File: src/rtl/lpc_host_ctrl_seq.sv
// Turns valid/ready LPC cycle requests into lpc_host ctrl_* strobes and returns read data or a timeout.
// Latency: lframe falls on the acceptance edge; the response follows host completion by one edge. Requests are held off (req_ready=0) while busy.
module lpc_host_ctrl_seq #(
    parameter int LFRAME_CYCLES  = 2,
    parameter int RST_CYCLES     = 8,
    parameter int TIMEOUT_CYCLES = 256
) (
    input  logic        clk_i,
    input  logic        rst_i,
    input  logic        req_valid_i,
    output logic        req_ready_o,
    input  logic        req_write_i,
    input  logic        req_mem_i,
    input  logic [15:0] req_addr_i,
    input  logic [7:0]  req_wdata_i,
    output logic        rsp_valid_o,
    output logic [7:0]  rsp_rdata_o,
    output logic        rsp_timeout_o,
    output logic        ctrl_nrst_o,
    output logic        ctrl_lframe_o,
    output logic        ctrl_rd_status_o,
    output logic        ctrl_wr_status_o,
    output logic        ctrl_memory_cycle_o,
    output logic [15:0] ctrl_addr_o,
    output logic [7:0]  ctrl_data_o,
    input  logic [7:0]  ctrl_data_i,
    input  logic        ctrl_ready_i
);

    localparam int MAX_A = (LFRAME_CYCLES > RST_CYCLES) ? LFRAME_CYCLES : RST_CYCLES;
    localparam int MAX_C = (MAX_A > TIMEOUT_CYCLES) ? MAX_A : TIMEOUT_CYCLES;
    localparam int CW    = $clog2(MAX_C + 1);

    localparam logic [CW-1:0] ONE     = CW'(1);
    localparam logic [CW-1:0] LF_LAST = CW'(LFRAME_CYCLES);
    localparam logic [CW-1:0] RS_LAST = CW'(RST_CYCLES - 1);
    localparam logic [CW-1:0] TO_LAST = CW'(TIMEOUT_CYCLES - 1);

    typedef enum logic [2:0] {
        BUS_RST,
        IDLE,
        START,
        WAIT_BUSY,
        WAIT_DONE,
        RESP
    } state_t;

    state_t        state;
    logic [CW-1:0] cnt;

    always_ff @(posedge clk_i) begin
        if (rst_i) begin
            state               <= BUS_RST;
            cnt                 <= '0;
            req_ready_o         <= 1'b0;
            rsp_valid_o         <= 1'b0;
            rsp_rdata_o         <= 8'h00;
            rsp_timeout_o       <= 1'b0;
            ctrl_nrst_o         <= 1'b0;
            ctrl_lframe_o       <= 1'b1;
            ctrl_rd_status_o    <= 1'b0;
            ctrl_wr_status_o    <= 1'b0;
            ctrl_memory_cycle_o <= 1'b0;
            ctrl_addr_o         <= 16'h0000;
            ctrl_data_o         <= 8'h00;
        end else begin
            // Response fields are single-clock pulses; states below override.
            rsp_valid_o   <= 1'b0;
            rsp_timeout_o <= 1'b0;
            rsp_rdata_o   <= 8'h00;

            case (state)
                BUS_RST: begin
                    if (cnt >= RS_LAST) begin
                        ctrl_nrst_o <= 1'b1;
                        cnt         <= '0;
                        req_ready_o <= 1'b0;
                        state       <= IDLE;
                    end else begin
                        cnt <= cnt + ONE;
                    end
                end

                IDLE: begin
                    if (req_valid_i && req_ready_o) begin
                        ctrl_wr_status_o    <= req_write_i;
                        ctrl_rd_status_o    <= ~req_write_i;
                        ctrl_memory_cycle_o <= req_mem_i;
                        ctrl_addr_o         <= req_addr_i;
                        ctrl_data_o         <= req_wdata_i;
                        ctrl_lframe_o       <= 1'b0;
                        req_ready_o         <= 1'b0;
                        cnt                 <= ONE;
                        state               <= START;
                    end else begin
                        req_ready_o <= ctrl_ready_i;
                    end
                end

                START: begin
                    if (cnt >= LF_LAST) begin
                        ctrl_lframe_o <= 1'b1;
                        cnt           <= '0;
                        state         <= WAIT_BUSY;
                    end else begin
                        cnt <= cnt + ONE;
                    end
                end

                WAIT_BUSY, WAIT_DONE: begin
                    if (state == WAIT_BUSY && !ctrl_ready_i) begin
                        cnt   <= '0;
                        state <= WAIT_DONE;
                    end else if (state == WAIT_DONE && ctrl_ready_i) begin
                        rsp_valid_o <= 1'b1;
                        rsp_rdata_o <= ctrl_rd_status_o ? ctrl_data_i : 8'h00;
                        state       <= RESP;
                    end else if (cnt >= TO_LAST) begin
                        // Host stalled (or never went busy): abort and recover the bus.
                        rsp_valid_o      <= 1'b1;
                        rsp_timeout_o    <= 1'b1;
                        ctrl_nrst_o      <= 1'b0;
                        ctrl_rd_status_o <= 1'b0;
                        ctrl_wr_status_o <= 1'b0;
                        cnt              <= '0;
                        state            <= BUS_RST;
                    end else begin
                        cnt <= cnt + ONE;
                    end
                end

                RESP: begin
                    ctrl_rd_status_o <= 1'b0;
                    ctrl_wr_status_o <= 1'b0;
                    state            <= IDLE;
                end

                default: state <= BUS_RST;
            endcase
        end
    end

endmodule

File: config.mk
export PLATFORM = sky130hd
export DESIGN_NAME = lpc_host_ctrl_seq
export DESIGN_NICKNAME = d
export VERILOG_FILES = /design/src/rtl/lpc_host_ctrl_seq.sv
export SDC_FILE = /design/constraint.sdc
export NUM_CORES = 1
export LEC_CHECK = 0
export ABC_AREA = 1
export BUFFER_PORTS_ARGS = -buffer_cell sky130_fd_sc_hd__buf_2
export CELL_PAD_IN_SITES_DETAIL_PLACEMENT = 1
export CELL_PAD_IN_SITES_GLOBAL_PLACEMENT = 2
export CORE_AREA = 3 3 99 101
export CTS_CLUSTER_DIAMETER = 200
export DETAILED_ROUTE_END_ITERATION = 8
export DIE_AREA = 0 0 102 104
export PLACE_DENSITY = 0.8
export SETUP_SLACK_MARGIN = 0.02
export SYNTH_ARGS = -nofsm -noshare
export SYNTH_HDL_FRONTEND = slang
export SYNTH_SLANG_ARGS = --single-unit
File: constraint.sdc
create_clock -name clk_i -period 2.02 [get_ports clk_i]
set_input_delay 0.303 -clock clk_i [delete_from_list [all_inputs] [get_ports clk_i]]
set_output_delay 0.303 -clock clk_i [all_outputs]
set_load 0.03 [all_outputs]
## Yosys cells after proc, flatten, opt, wreduce, memory -nomap -nowiden

Index checks and enable logic that the tools add are counted.

| cells by class | value |
|---|---|
| muxes and demuxes | 31 |
| add/subtract/negate cells | 1 |
| equal/unequal tests | 13 |
| shifts and indexed selects | 0 |
| reduce and logical (&&, ||, !) cells | 21 |
| multiply operators | 0 |
| bitwise gates (word level) | 4 |
| div/mod/pow operators | 0 |
| order comparisons | 3 |

Operator list:

| cell | count |
|---|---|
| $mux 9 | 6 |
| $pmux 9 s4 | 1 |
| $mux 3 | 6 |
| $pmux 3 s5 | 1 |
| $mux 1 | 12 |
| $ne 2x2->1 const B | 6 |
| $reduce_and 5->1 | 2 |
| $add 9x1->9 const B | 1 |
| $ge 9x2->1 const B | 1 |
| $ge 9x3->1 const B | 1 |
| $ge 9x8->1 const B | 1 |
| $eq 3x2->1 const B | 2 |
| $eq 3x3->1 const B | 2 |
| $pmux 1 s2 | 3 |
| $pmux 1 s3 | 2 |
| $reduce_and 3->1 | 2 |
| $reduce_bool 2->1 | 3 |
| $reduce_or 5->1 | 1 |
| $ne 4x4->1 const B | 1 |
| $not 1->1 | 4 |
| $reduce_and 2->1 | 2 |
| $reduce_and 4->1 | 1 |
| $reduce_bool 4->1 | 1 |
| $reduce_or 4->1 | 1 |
| other kinds (8) | 10 |

| storage, ports and cells | value |
|---|---|
| logic and storage cells | 86 |
| input port bits | 38 |
| flip-flop bits (word level) | 52 |
| bits in latches | 0 |
| bits in writable memories | 0 |
| ROM bits | 0 |
| memories kept | 0 |
| output and inout port bits | 40 |

## Depth between registers and ports, before layout

| depth | value |
|---|---|
| word-level depth | 5 |
| gate-level depth with buffers | 14 |
| depth with buffers taken out | 14 |

## Worst setup path after synthesis

OpenSTA, ideal clock, no wires.

| timing path | value |
|---|---|
| path type | register to register |
| start | reg cnt[0] |
| end | reg state[1] |
| path buffers | 0 |
| data required time | 1.907 ns |
| stages on the path, launching flop included | 13 |
| data arrival time | 1.584 ns |
| setup time | 0.113 ns |
| slack | 0.323 ns |
| clock period less this slack | 1.697 ns |
| cell sequence | dfxtp_1 -> ha_1 -> nand2_1 -> inv_1 -> nand3_1 -> nor3_1 -> ha_1 -> nor2_1 -> nand3_2 -> nor2_2 -> nor2_4 -> nor2_1 -> nor2_1 |

| on the way | value |
|---|---|
| word-level cells in the longest chain between the ends | 3 |
| elaborated cells on any way between the ends | 7 |
| those cells by class | order compare (3); eq/ne (3); reduce/logical (1) |

Ends and longest elaborated chain:

| item | line | text |
|---|---|---|
| start, declared | 49 | `logic [CW-1:0] cnt;` |
| start signal, assigned | 80 | `cnt <= cnt + ONE;` |
| start signal, assigned | 106 | `cnt <= cnt + ONE;` |
| start signal, assigned | 128 | `cnt <= cnt + ONE;` |
| $ge 9x8->1, or another cell as far along | 118 | `end else if (cnt >= TO_LAST) begin` |
| $ne 4x4->1 (no source line) / $ne 2x2->1 (equally long branches) | n/a |  |
| $reduce_and 4->1 (no source line) (*) | n/a |  |
| end signal, assigned | 113 | `state <= WAIT_DONE;` |
| end signal, assigned | 117 | `state <= RESP;` |
| end signal, assigned | 126 | `state <= BUS_RST;` |
| end, declared | 48 | `state_t state;` |

Mark *: on every way between the ends. The rest lies on a longest branch, timed or not.
A chain may end at the register's enable or synchronous reset.

## Worst setup path after layout

| timing path | value |
|---|---|
| start | reg cnt[1] |
| end | reg state[1] |

Same word-level chain as after synthesis.

==> run_results.csv <==
group,metric,value,unit
outcome,status,"finished clean",
routing,routed_wl,6370,microns
power,p_sw_share,39.2,%
setup_path,cp_cell_sequence,"ha_1 -> nand2_1 -> inv_1 -> nand3_2 -> nor3_2 -> ha_2 -> nor2_4 -> nand3_2 -> nor2_2 -> nor2_4 -> nand2_1 -> nand2_1 -> nor2_1",
cts,cts_made_buffers,5,
power,peakVddDrop,0.422,mV
power,clockPowerShare,23.2,%
power,power_switching,1.09,mW
setup_path,crit_path_frequent_cell,"nand2_1",
power,internal-power,1.69,mW
timing,fmaxAchievable,558,MHz
logic_synthesis,yosysSeqAreaShare,44.8,%
logic_synthesis,synthTopCellsByCount,"nor2_1, dfxtp_1, nand2_1, inv_1, o21ai_0",
cts,cts_hold_buf,0,
setup_path,crit_arrival,2.04,ns
cts,cts_tree,"yes",
global_routing,grt_usage,12.2,%
placed_design,place_hpwl,4750,microns
setup_path,r2r_slack,0.23,ns
logic_synthesis,yosys_warnings,0,
floorplan,initial_utilization,25.5,%
timing,clock-skew-final,0.00492,ns
logic_synthesis,netlist_top_cells_area,"dfxtp_1, nor2_1, nand2_1",
final_layout,layout-drive-gt1-share,30.0,%
setup_path,worst-path-max-fanout,5,
floorplan,die_h,104,microns
cts,clock_path_buffers,2,
routing,route.vias.total,2314,
placed_design,io_buffers,77,
floorplan,ioPinCount,78,
logic_synthesis,ys_seq_elements,52,
logic_synthesis,synth_flop_cell,"dfxtp_1",
logic_synthesis,synthMostInstantiatedCell,"nor2_1",
routing,routedWlPerCell,12.4,microns
routing,drt-vias-per-instance,4.50,
setup_path,crit_buf_inv,1,
timing,setup_viol,0,
final_layout,num-nets-final,443,
global_routing,grt_pass1_vias,2341,
cts,cts-root-buf,"clkbuf_8",
cts,htreeDepth,2,
final_layout,final_area,0.00295,sq mm
flow_run,cap_violations,0,
floorplan,core_area,0.00911,sq mm
final_layout,antenna_cells,0,
floorplan,dieArea,0.0106,sq mm
floorplan,rows,35,
final_layout,multiInputGateArea,0.00113,sq mm
power,seqPwrFrac,43.0,%
final_layout,syn_to_final_growth,26.8,%
global_routing,gr-total-overflow,0,
cts,cts.sinks,52,
logic_synthesis,avgSynthCellArea,7.15,sq um
logic_synthesis,synth_cell_types,29,
timing,fin_crit_sh,88.7,%
final_layout,n_fill_cell,1167,
setup_path,critPathRequiredTime,2.27,ns
setup_path,worst_setup_path_end_kind,"flop",
timing,tightest_slew,0.407,ns
setup_path,slowest_stage,"dfxtp_4",
setup_path,cpPeakStageDelay,0.37,ns
timing,post-route-min-period,1.79,ns
timing,relSlewSlack,72.8,%
logic_synthesis,mappedNetlistArea,0.00232,sq mm
global_routing,grt_max_degree,34,
routing,drtIter0Drc,76,
logic_synthesis,synth_edf_count,0,
floorplan,fp.dieW,102,microns
routing,dr.pass1.iters,4,
timing,tns,0,ns
routing,drc,0,
placed_design,placed_area,0.00281,sq mm
setup_path,worstSetupStartpointType,"flop",
cts,cts.reportedPaths.clkPinSlew,0.10,ns
routing,final_antenna_net_count,0,
final_layout,regArea,0.00105,sq mm
setup_path,critPathTopFamily,"simple AND/OR/NAND/NOR gates",
logic_synthesis,synth_top_cell_by_area,"dfxtp_1",
logic_synthesis,synth_cells,325,
logic_synthesis,syn_nets,366,
logic_synthesis,synthArstFlopShare,0,%
power,comb_power_share,33.8,%
global_routing,grt_pass1_wl,10700,microns
timing,hold_viol_final,0,
placed_design,gp_congestion,0.749,
power,p_per_area,943,mW/mm^2
placed_design,preCtsSetupSlack,0.127,ns
cts,clock_latency,0.31,ns
global_routing,antenna_found_initial,0,
logic_synthesis,synth_top_area_share,44.8,%
min_path,hp-class,"in -> reg",
timing,setup_slack,0.228,ns
timing,rsz0062_at_grt,"no",
setup_path,crit_type,"reg -> reg",
power,power_leakage,1.52,nW
timing,slew_violations,0,
## metal layers
metal  wire [microns]  GRT usage [%]  part of all wire (%)
met1             2910           15.5                    46
met2             2840           19.8                    45
met3              594           4.49                   9.3
met4               29           2.44                  0.46
met5                0              0                     0
## repair_timing
item	in CTS	in global routing
buffers inserted	0	1
resized for setup	0	9
setup endpoints to repair	0	15
## area by class of cell
type                            count  area share (%)
Inverter                           33            4.29
Clock buffer                        6            2.80
Tap cell                          111            4.71
Sequential cell                    52            35.5
Clock inverter                      2           0.509
Timing Repair Buffer               80            13.8
Multi-Input combinational cell    230            38.4
## logic make-up (layout without fill, tap and decap cells)
| family | after synthesis | in the layout | synth area share, % |
|---|---|---|---|
| and+or+nand+nor | 177 | 177 | 34.0 |
| DFF | 52 | 52 | 44.8 |
| AOI/OAI and AO/OA | 49 | 49 | 11.6 |
| buffers and inverters | 43 | 121 | 7.64 |
| adders and majority gates | 3 | 3 | 1.61 |
| xor gates and xnor gates | 1 | 1 | 0.377 |
## final timing paths
| kind | start | endpoint | cells after the start |
|---|---|---|---|
| max | cnt[1]$_SDFFE_PP0P_ | state[1]$_SDFFE_PP0P_ | 13 |
| min | ctrl_data_i[6] | rsp_rdata_o[6]$_SDFF_PP0_ | 3 |
| max reg2reg | cnt[1]$_SDFFE_PP0P_ | state[1]$_SDFFE_PP0P_ | 13 |
| min reg2reg | ctrl_lframe_o$_SDFFE_PP1P_ | ctrl_lframe_o$_SDFFE_PP1P_ | 2 |
## worst reg2reg max path: stages, from the launching register on
cell and delay [ns]:
dfxtp_4 0.37, ha_1 0.19, nand2_1 0.11, inv_1 0.07, nand3_2 0.08, nor3_2 0.04, ha_2 0.19, nor2_4 0.13
nand3_2 0.12, nor2_2 0.15, nor2_4 0.07, nand2_1 0.06, nand2_1 0.05, nor2_1 0.09
## cells in the final DEF (no fill, tap or decap), types with 2 or more instances in the layout
master / instances
clkinvlp_4: 2
nand3_2: 4
nand2_4: 4
buf_2: 77
nand2_2: 5
clkbuf_8: 6
o21ai_0: 27
nand4_1: 5
buf_4: 3
dfxtp_1: 50
nor2_4: 3
a21oi_1: 13
ha_1: 2
inv_1: 27
nor2_2: 5
nand3_1: 16
nand2_1: 49
o21ai_1: 3
o211ai_1: 3
nor2_1: 82
inv_2: 5
## power by group through the flow
stage	clock (mW)	combinational, mW	sequential [mW]
CTS	0.676	0.934	1.20
detailed placement	0	0.930	1.22
finish	0.644	0.940	1.20
global placement	0	0.920	1.22
global route	0.715	1.08	1.21
floorplan	0	0.668	1.26
## through the flow
step | power (mW) | instances | hold slack, ns | utilization, %
after CTS | 2.81 | 513 | 0.184 | 32.0
after detailed placement | 2.15 | 505 | 0.432 | 30.9
after floorplan | 1.93 | 325 | 0.415 | -
after global placement | 2.14 | 505 | 0.427 | 30.9
after global routing | 3.00 | 514 | 0.192 | 32.4
final | 2.78 | 514 | 0.200 | 32.4
## flip-flops by register name, summed over array words and instances (netlist names), 3 cells and up
register,flops
rsp_rdata_o,8
state,3
cnt,9
ctrl_addr_o,16
ctrl_data_o,8
Note: power is estimated with default switching activity, not from simulation.
